File: src/rtl/cp0_unit.sv
// Coprocessor-0 register file: SR, Cause, EPC, PRId, plus M-stage interrupt/exception request
// evaluation for the exception controller.
module cp0_unit #(
  parameter logic [31:0] PRID       = 32'h0000_2024,
  parameter logic [31:0] HANDLER_PC = 32'h0000_4180
) (
  input  logic        clk,
  input  logic        rst_n,
  input  logic [4:0]  A1,
  input  logic [4:0]  A2,
  input  logic [31:0] DIn,
  input  logic        WE,
  input  logic [31:0] PC_M,
  input  logic        BD_M,
  input  logic [4:0]  ExcCode_M,
  input  logic [5:0]  HWInt,
  input  logic        EXLSet,
  input  logic        EXLClr,
  output logic [31:0] DOut,
  output logic        InReq,
  output logic [31:0] EPC_O,
  output logic [31:0] HandlerPC
);

  localparam logic [4:0] AddrSr    = 5'd12;
  localparam logic [4:0] AddrCause = 5'd13;
  localparam logic [4:0] AddrEpc   = 5'd14;
  localparam logic [4:0] AddrPrid  = 5'd15;

  logic [5:0]  im_q, im_d;
  logic        exl_q, exl_d;
  logic        ie_q, ie_d;
  logic        bd_q, bd_d;
  logic [5:0]  ip_q, ip_d;
  logic [4:0]  exc_code_q, exc_code_d;
  // EPC is word aligned, so only the upper 30 bits are stored.
  logic [29:0] epc_q, epc_d;

  logic        int_req;
  logic        exc_req;
  logic [31:0] sr_val;
  logic [31:0] cause_val;

  assign int_req = (|(ip_q & im_q)) & ie_q & ~exl_q;
  assign exc_req = (ExcCode_M != 5'd0) & ~exl_q;
  assign InReq   = int_req | exc_req;

  assign sr_val    = {16'b0, im_q, 8'b0, exl_q, ie_q};
  assign cause_val = {bd_q, 15'b0, ip_q, 3'b0, exc_code_q, 2'b0};
  assign EPC_O     = {epc_q, 2'b00};
  assign HandlerPC = HANDLER_PC;

  always_comb begin
    im_d       = im_q;
    exl_d      = exl_q;
    ie_d       = ie_q;
    bd_d       = bd_q;
    ip_d       = HWInt;
    exc_code_d = exc_code_q;
    epc_d      = epc_q;
    if (EXLSet) begin
      // Taking an exception flushes the M-stage mtc0 and overrides any eret.
      exl_d      = 1'b1;
      bd_d       = BD_M;
      epc_d      = BD_M ? (PC_M[31:2] - 30'd1) : PC_M[31:2];
      exc_code_d = int_req ? 5'd0 : ExcCode_M;
    end else begin
      if (WE) begin
        if (A2 == AddrSr) begin
          im_d  = DIn[15:10];
          exl_d = DIn[1];
          ie_d  = DIn[0];
        end else if (A2 == AddrEpc) begin
          epc_d = DIn[31:2];
        end
      end
      if (EXLClr) begin
        exl_d = 1'b0;
      end
    end
  end

  always_ff @(posedge clk or negedge rst_n) begin
    if (!rst_n) begin
      im_q       <= '0;
      exl_q      <= 1'b0;
      ie_q       <= 1'b0;
      bd_q       <= 1'b0;
      ip_q       <= '0;
      exc_code_q <= '0;
      epc_q      <= '0;
    end else begin
      im_q       <= im_d;
      exl_q      <= exl_d;
      ie_q       <= ie_d;
      bd_q       <= bd_d;
      ip_q       <= ip_d;
      exc_code_q <= exc_code_d;
      epc_q      <= epc_d;
    end
  end

  always_comb begin
    DOut = 32'h0;
    case (A1)
      AddrSr:    DOut = sr_val;
      AddrCause: DOut = cause_val;
      AddrEpc:   DOut = EPC_O;
      AddrPrid:  DOut = PRID;
      default:   DOut = 32'h0;
    endcase
  end

endmodule
File: config.mk
export PLATFORM = sky130hd
export DESIGN_NAME = cp0_unit
export DESIGN_NICKNAME = d
export VERILOG_FILES = /design/src/rtl/cp0_unit.sv
export SDC_FILE = /design/constraint.sdc
export NUM_CORES = 1
export LEC_CHECK = 0
export ABC_AREA = 1
export BUFFER_PORTS_ARGS = -buffer_cell sky130_fd_sc_hd__buf_4
export CAP_MARGIN = 10
export CORE_ASPECT_RATIO = 0.6
export CORE_MARGIN = 3
export CORE_UTILIZATION = 40
export DETAILED_ROUTE_END_ITERATION = 6
export PLACE_DENSITY = 0.68
export SYNTH_ARGS = -nofsm -noshare
export SYNTH_HDL_FRONTEND = slang
export SYNTH_SLANG_ARGS = --single-unit
File: constraint.sdc
create_clock -name clk -period 2.2 [get_ports clk]
set_clock_uncertainty 0.2 [all_clocks]
set_input_delay 0.44 -clock clk [delete_from_list [all_inputs] [get_ports clk]]
set_output_delay 0.44 -clock clk [all_outputs]
set_load 0.05 [all_outputs]
# ---- Word level (Yosys, flattened, before mapping)
# Cells that the tools add are included.
dict set report word_totals {
  ff_bits 50
  latch_bits 0
  ram_bits 0
  mem_bits_ro 0
  inputBits 91
  output_inout_bits 97
  wordCells 42
  n_memories 0
}
dict set report op_classes {
  add_sub_neg 1
  n_mul 0
  n_div 0
  n_lt_le_gt_ge 0
  eq_ne 7
  shift 0
  mux 11
  bitwise_logic 7
  reduce_logical 9
}
# cell n
set ops {}
lappend ops {{30-bit two-way mux} 5}
lappend ops {{32-bit one-hot mux with 4 select lines} 1}
lappend ops {{5-bit by 4-bit equality test with 1-bit output, second input constant} 6}
lappend ops {{30-bit by 1-bit subtractor with 30-bit output, second input constant} 1}
lappend ops {{6-bit AND} 1}
lappend ops {{3-bit AND reduction} 2}
lappend ops {{3-bit nonzero test} 2}
lappend ops {{6-bit OR reduction} 1}
lappend ops {{5-bit two-way mux} 1}
lappend ops {{5-bit nonzero test} 1}
lappend ops {{1-bit two-way mux} 4}
lappend ops {{2-bit nonzero test} 2}
lappend ops {{1-bit AND} 3}
lappend ops {{2-bit != test, second input constant} 1}
lappend ops {{1-bit NOT} 2}
lappend ops {{2-bit AND reduction} 1}
lappend ops {{1-bit bitwise OR} 1}

# ---- Longest topological paths before layout
# Gate-level depths: netlist of run 1.
dict set report logic_depth {
  depth_word 5
  mapped_depth 13
  depth_no_buf 13
}

# ---- Worst setup path after synthesis of run 1
# Ideal clock, no wire load.
dict set report synth_path {
  path_type {input to output}
  start {input A1[3]}
  end {output DOut[6]}
  arrival_time_ps 1844
  required_ps 1560
  setup_slack_ps -284
  cell_stages 4
  path_buffers 0
  path_cell_list {nand2_1 -> nor2_1 -> nand2_1 -> o21ai_0}
}
dict set report synth_between {
  elab_chain_len 2
  word_cells_on_any_way 5
  cone_classes {4 x eq/ne; 1 x mux}
}
# element line_no
set synth_lines {}
lappend synth_lines {{start, declared} 9} ;# input logic [4:0] A1,
lappend synth_lines {{5-bit by 4-bit equality test with 1-bit output} 105} ;# case (A1)
lappend synth_lines {{32-bit one-hot mux with 4 select lines *} 105}
lappend synth_lines {{end, declared} 19} ;# output logic [31:0] DOut,
# Every way passes the cells marked *; elsewhere a longest branch is shown, timed or not.

# ---- Final worst setup path of run 1
dict set report layout_path {
  start {input A1[0]}
  end {output DOut[13]}
}
# The elaborated chain is that of the path after synthesis.

==> run_results.csv, run 1 <==
group,metric,value,unit
sta,relSlewSlack,0.548,
synthesis,ys_seq_elements,50,
setup_path,cp-startpoint,"A1[0]",
floorplan,start_util,0.423,
placed_design,port_buffers,151,
clock_tree,clock_path_buffers,2,
sta,tightest_slew,679,ps
clock_tree,cts-htree-levels,2,
synthesis,syn_area,3720,sq um
sta,hold_ws,-11.6,ps
grt,track_usage,0.247,
final_layout,fill_cells,874,
clock_tree,ctsHoldBuffers,0,
outcome,status,"finished, violations left",
synthesis,synthTopCellsByArea,"dfrtp_1 (34%), nand2_1 (15%), nor2_1 (8.5%)",
setup_path,cp.required,1560,ps
clock_tree,cts-buffers-inserted,5,
sta,rsz0062_at_grt,"false",
synthesis,synth_top_area_frac,0.337,
power,p_leak,2.75,nW
setup_path,crit_type,"primary input to output pin",
sta,hold_viol_final,22,
synthesis,syn_avg_cell_area,6.70,sq um
grt,gr-total-overflow,0,
clock_tree,cts_root_buf,"clkbuf_16",
clock_tree,cts_setup_buffers,0,
final_layout,finalNonFillerCells,821,
power,ir_drop,0.347,mV
power,power_density,577,nW/um^2
final_layout,drive_gt1_frac,0.291,
drt,final_antenna_net_count,0,
sta,fin_crit,2150,ps
clock_tree,cts_tree,"built",
clock_tree,clock_latency,290,ps
synthesis,yosysTopAreaCell,"dfrtp_1",
final_layout,insertedDiodeCount,0,
floorplan,dieArea,10500,sq um
outcome,violations,"negative hold slack",
drt,firstDrtPassIters,5,
final_layout,syn_to_final_growth,37.1,%
floorplan,die_w,130,um
synthesis,ys_warn_count,0,
grt,grt_pass1_wl,19900,um
hold_path,hold_path.class,"primary input to asynchronous set/reset pin",
setup_path,cp-end-kind,"output pin",
setup_path,path_max_fanout,14,
setup_path,crit_arrival,1510,ps
final_layout,nets,800,
sta,setup_viol,0,
drt,drt-wirelength-per-cell,15.9,um
drt,drt_iter0_markers,305,
floorplan,die_y,80.7,um
clock_tree,cts.sinks,50,
grt,grt_max_degree,51,
floorplan,fp-row-count,26,
synthesis,seq_area_frac_synth,0.337,
grt,antenna_found_initial,0,
setup_path,r2r_end,"exc_code_q[0]",
clock_tree,clk_pin_slew,70,ps
floorplan,ios,188,
setup_path,r2r_start,"im_q[1]",
drt,totalWireLength,13000,um
floorplan,coreArea,8780,sq um
setup_path,cp-start-kind,"primary input",
placed_design,place_ws,-2.56,ps
setup_path,reg2reg_slack,850,ps
sta,fin_ws,45.7,ps
setup_path,reg2regPathDepth,7,
synthesis,yosysUniqueCellTypes,45,
flow_run,maxCapViolCount,0,
sta,finalMaxSlewViolations,0,
placed_design,dp_cells,813,
sta,period_share,0.979,
drt,drc,0,
sta,maxClockFrequency,464,MHz
synthesis,synthCells,555,
grt,grt_pass1_vias,3889,
clock_tree,post_cts_resized,4,
drt,vias,4026,
placed_design,gp_congestion,0.917,
sta,tns,0,ps
drt,viasPerCell,4.90,
placed_design,dp_hpwl,10500,um
## synth_stat cells (all sizes together)
| library cell | count |
|---|---|
| o221ai | 4 |
| a32o | 1 |
| o211ai | 4 |
| a21o | 2 |
| ha | 1 |
| a21oi | 13 |
| buf | 39 |
| a32oi | 1 |
| dfrtp | 50 |
| nor2 | 92 |
| o31ai | 1 |
| o21bai | 3 |
| a22o | 1 |
| o311ai | 1 |
| o2111ai | 1 |
| conb | 2 |
| inv | 79 |
| nand2 | 151 |
| nor3 | 2 |
| a22oi | 6 |
| clkbuf | 9 |
| xor2 | 10 |
| o21ai | 31 |
| nor3b | 1 |
| mux2 | 2 |
| nand3 | 35 |
| a31oi | 1 |
| o22ai | 3 |
| xnor2 | 2 |
| o32ai | 1 |
| nand4 | 6 |
## critical path, stage by stage
cell and delay [ps]:
buf_4 120, nor2_2 150, nand2_2 100, buf_4 210, o2111ai_1 250, buf_4 250
## how the worst max path moves through the flow
stage	to	slack (ps)	cells after the start
floorplan	DOut[12]	-80	5
global placement	DOut[12]	40	8
detailed placement	DOut[13]	-3	8
CTS	DOut[14]	20	7
global route	DOut[15]	9	6
finish	DOut[13]	50	6
## registers in the layout (all words and copies together), names as in the netlist
signal,flops
bd_q,1
epc_q,30
exc_code_q,5
exl_q,1
ie_q,1
im_q,6
ip_q,6
## cell type report
cell class / count / area, sq um / area share
multi-input cells: 410 / 2030 / 0.397
flip-flops and latches: 50 / 1250 / 0.246
repair buffers: 162 / 1220 / 0.239
inverters: 79 / 297 / 0.0582
well taps: 112 / 140 / 0.0275
clock buffers: 7 / 133 / 0.0260
clock inverters: 1 / 30.0 / 0.00589
## power by group
group / total [mW] / internal [mW] / switching, mW
sequential: 1.07 / 1.01 / 0.0642
clock: 0.885 / 0.539 / 0.346
combinational: 0.980 / 0.298 / 0.682
## through the flow
step | power [mW] | util | cell area, sq um | hold slack, ps
floorplan | 1.74 | - | 3890 | -55.6
global placement | 2.05 | 0.559 | 4910 | 264
detailed placement | 2.06 | 0.559 | 4910 | 266
CTS | 2.95 | 0.579 | 5080 | 15.0
global route | 3.09 | 0.580 | 5100 | 36.9
finish | 2.94 | 0.580 | 5100 | -11.6
## per-layer routing
| metal | GRT usage | up-vias | routed length (um) |
|---|---|---|---|
| met3 | 0.0585 | 11 | 1210 |
| met4 | 0.0329 | 0 | 85 |
| met2 | 0.388 | 192 | 5590 |
| li1 | - | 1982 | - |
| met1 | 0.355 | 1841 | 6130 |
| met5 | 0 | - | 0 |
## cells in the final DEF (no fill, tap or decap), types with 6 or more instances in the layout
cell type  instances
a21oi_1           13
a22oi_1            6
buf_4            161
conb_1            34
dfrtp_1           50
inv_1             74
nand2_1          143
nand2_2            6
nand3_1           31
nand4_1            6
nor2_1            81
nor2_4             6
o21ai_0           26
xor2_1            10
## cell families after synthesis
group,share of synthesized area
multiplexers,0.00606
AO/OA/AOI/OAI,0.125
AND/OR/NAND/NOR,0.330
buffers and inverters,0.169
other,0.00202
flip-flops,0.337
XOR/XNOR,0.0283
adder cells (fa/ha/maj),0.00337
Power figures use the tool's default switching activity.
==> run 2: changes to the inputs <==
ABC_AREA = unset   (was 1)
ABC_CLOCK_PERIOD_IN_PS = 2200   (was unset)
SKIP_LAST_GASP = 1   (was unset)
==> run 2 against run 1 <==
Net effect:
- the flow finishes with violations (negative hold slack, negative setup slack)
- setup slack got worse by 48 ps
- combinational power about the same
- global-route usage decreased by 2.7 points
- die area fell by 3.3%
- utilization grew 1.7 points
- critical path depth is 1 lower
- final cell count is 20% lower
- synthesized cell count fell by 31%
- via count decreased by 13%
- largest cell class unchanged
==> run_results.csv, run 2 <==
group,metric,value,unit
grt,track_usage,0.220,
synthesis,ys_warn_count,0,
sta,tightest_slew,655,ps
synthesis,synthCells,384,
sta,setup_viol,1,
drt,drt-wirelength-per-cell,17.1,um
clock_tree,clock_latency,290,ps
power,p_sw_frac,0.363,
synthesis,ys_seq_elements,50,
final_layout,most-common-layout-cells,"buf_4 (177), dfrtp_1 (50), mux2i_1 (37)",
setup_path,crit_type,"register to output pin",
drt,drt_iter0_markers,160,
floorplan,dieArea,10200,sq um
drt,vias,3498,
synthesis,synthMostInstantiatedCell,"dfrtp_1",
sta,fin_ws,-2.33,ps
setup_path,cp-start-kind,"register",
power,power_density,578,nW/um^2
sta,fin_crit,2200,ps
power,clkPwrFrac,0.298,
drt,drc,0,
synthesis,synth_top_area_frac,0.349,
final_layout,insertedDiodeCount,0,
sta,hold_viol_final,30,
sta,hold_ws,-36.4,ps
synthesis,yosysUniqueCellTypes,48,
power,switching_power,1.08,mW
clock_tree,cts_tree,"built",
final_layout,top_regs,"epc_q x30, im_q x6, ip_q x6",
final_layout,largest-register,"epc_q",
power,p_seq_frac,0.365,
hold_path,hold_path.class,"primary input to asynchronous set/reset pin",
synthesis,seq_area_frac_synth,0.349,
sta,period_share,1.00,
setup_path,reg2reg_slack,480,ps
setup_path,max_stage_delay,400,ps
setup_path,slowest_stage,"dfrtp_1",
floorplan,start_util,0.416,
sta,relSlewSlack,0.563,
sta,tns,-2.33,ps
grt,grt_max_degree,51,
power,combPwrFrac,0.337,
sta,finalMaxSlewViolations,0,
outcome,violations,"negative hold slack, negative setup slack",
power,intPower,1.90,mW
outcome,status,"finished, violations left",
synthesis,yosysTopAreaCell,"dfrtp_1",
placed_design,dp_hpwl,9010,um
floorplan,ios,188,
synthesis,synthFlopType,"dfrtp_1",
setup_path,cp.required,1560,ps
floorplan,die_w,128,um
synthesis,syn_avg_cell_area,9.34,sq um
clock_tree,clk_pin_slew,70,ps
final_layout,finalNonFillerCells,660,
clock_tree,cts_root_buf,"clkbuf_16",
setup_path,cp_cell_sequence,"a22oi_1, nand3_2, nand2_1, a31oi_1, buf_4",
synthesis,synthTopCellsByArea,"dfrtp_1 (35%), mux2i_1 (10%), buf_4 (7.3%)",
drt,viasPerCell,5.30,
final_layout,final_common_cell,"buf_4",
setup_path,cp-end-kind,"output pin",
grt,grt_pass1_vias,3385,
clock_tree,cts_setup_buffers,0,
clock_tree,cts.sinks,50,
placed_design,dp_cells,652,
floorplan,die_y,79.4,um
sta,rsz0062_at_grt,"true",
final_layout,largest_reg_flops,30,
sta,maxClockFrequency,454,MHz
power,ir_drop,0.420,mV
drt,firstDrtPassIters,4,
synthesis,synth_edf_count,0,
flow_run,maxCapViolCount,0,
grt,gr-total-overflow,0,
final_layout,drive_gt1_frac,0.431,
floorplan,coreArea,8620,sq um
placed_design,port_buffers,151,
drt,final_antenna_net_count,0,
setup_path,crit_arrival,1560,ps
grt,grt_pass1_wl,17900,um
synthesis,synth_async_sr_flop_share,1.00,
final_layout,nets,639,
synthesis,synth_top_cells_by_count,"dfrtp_1 (50), mux2i_1 (37), buf_4 (35)",
drt,totalWireLength,11300,um
final_layout,syn_to_final_growth,43.4,%
grt,antenna_found_initial,0,
final_layout,fill_cells,789,
setup_path,path_max_fanout,3,
placed_design,gp_congestion,0.844,
clock_tree,clock_path_buffers,2,
clock_tree,cts-htree-levels,2,
power,p_leak,2.37,nW
clock_tree,cts-buffers-inserted,5,
floorplan,fp-row-count,26,
synthesis,syn_area,3590,sq um
run 2: what timing repair did:
item | in CTS | in global routing
hold buffers | 0 | 0
gates resized for setup | 1 | 3
setup endpoints to repair | 1 | 8
run 2: critical path: cells and delay by family, from the launching register on:
| family | cells | cell delay, ps |
|---|---|---|
| buffers and inverters | 1 | 200 |
| AND/OR/NAND/NOR | 2 | 310 |
| flip-flops | 1 | 400 |
| AO/OA/AOI/OAI | 2 | 370 |
run 2: final cells by class:
type / count / area (sq um) / share of cell area
flip-flops and latches: 50 / 1250 / 0.243
clock inverters: 2 / 37.5 / 0.00729
multi-input cells: 294 / 2140 / 0.416
well taps: 112 / 140 / 0.0272
inverters: 16 / 60.1 / 0.0117
repair buffers: 180 / 1390 / 0.270
clock buffers: 6 / 129 / 0.0250
run 2: metrics by stage:
stage / area [sq um] / hold slack (ps) / power [mW] / worst slack [ps] / util
3_3_place_gp: 4970 / 289 / 2.08 / -16.5 / 0.576
3_5_place_dp: 4970 / 288 / 2.10 / -18.0 / 0.576
2_1_floorplan: 3800 / -55.6 / 1.75 / -240 / -
6_report: 5150 / -36.4 / 2.97 / -2.33 / 0.597
4_1_cts: 5130 / 1.96 / 2.99 / 6.03 / 0.596
5_1_grt: 5150 / 34.8 / 3.10 / -41.2 / 0.597
run 2: worst paths after layout:
kind	from	endpoint	cells after the start
max	im_q[0]	InReq	5
min	rst_n	epc_q[27]	1
max reg2reg	im_q[0]	exc_code_q[3]	4
min reg2reg	exc_code_q[0]	exc_code_q[0]	1
max in group asynchronous	rst_n	epc_q[18]	1
min in group clk	HWInt[5]	ip_q[5]	1
run 2: kinds of logic after synthesis:
| logic type | share of synthesized area |
|---|---|
| adder cells (fa/ha/maj) | 0.00349 |
| other | 0.00209 |
| XOR/XNOR | 0.0317 |
| AO/OA/AOI/OAI | 0.154 |
| flip-flops | 0.349 |
| buffers and inverters | 0.117 |
| multiplexers | 0.128 |
| AND/OR/NAND/NOR | 0.215 |
run 2: power groups by stage:
stage	combinational, mW	clock [mW]	sequential, mW
detailed placement	0.995	0	1.10
global route	1.07	0.936	1.10
CTS	0.998	0.909	1.08
global placement	0.985	0	1.10
finish	1.00	0.887	1.09
floorplan	0.468	0	1.28
run 2: layer usage:
layer  vias to the layer above  wire length, um  GRT usage
met4                         0               78     0.0328
met1                      1690             5520      0.340
met2                       131             4890      0.322
met3                         7              836     0.0423
met5                         -                0          0
li1                       1670                -          -
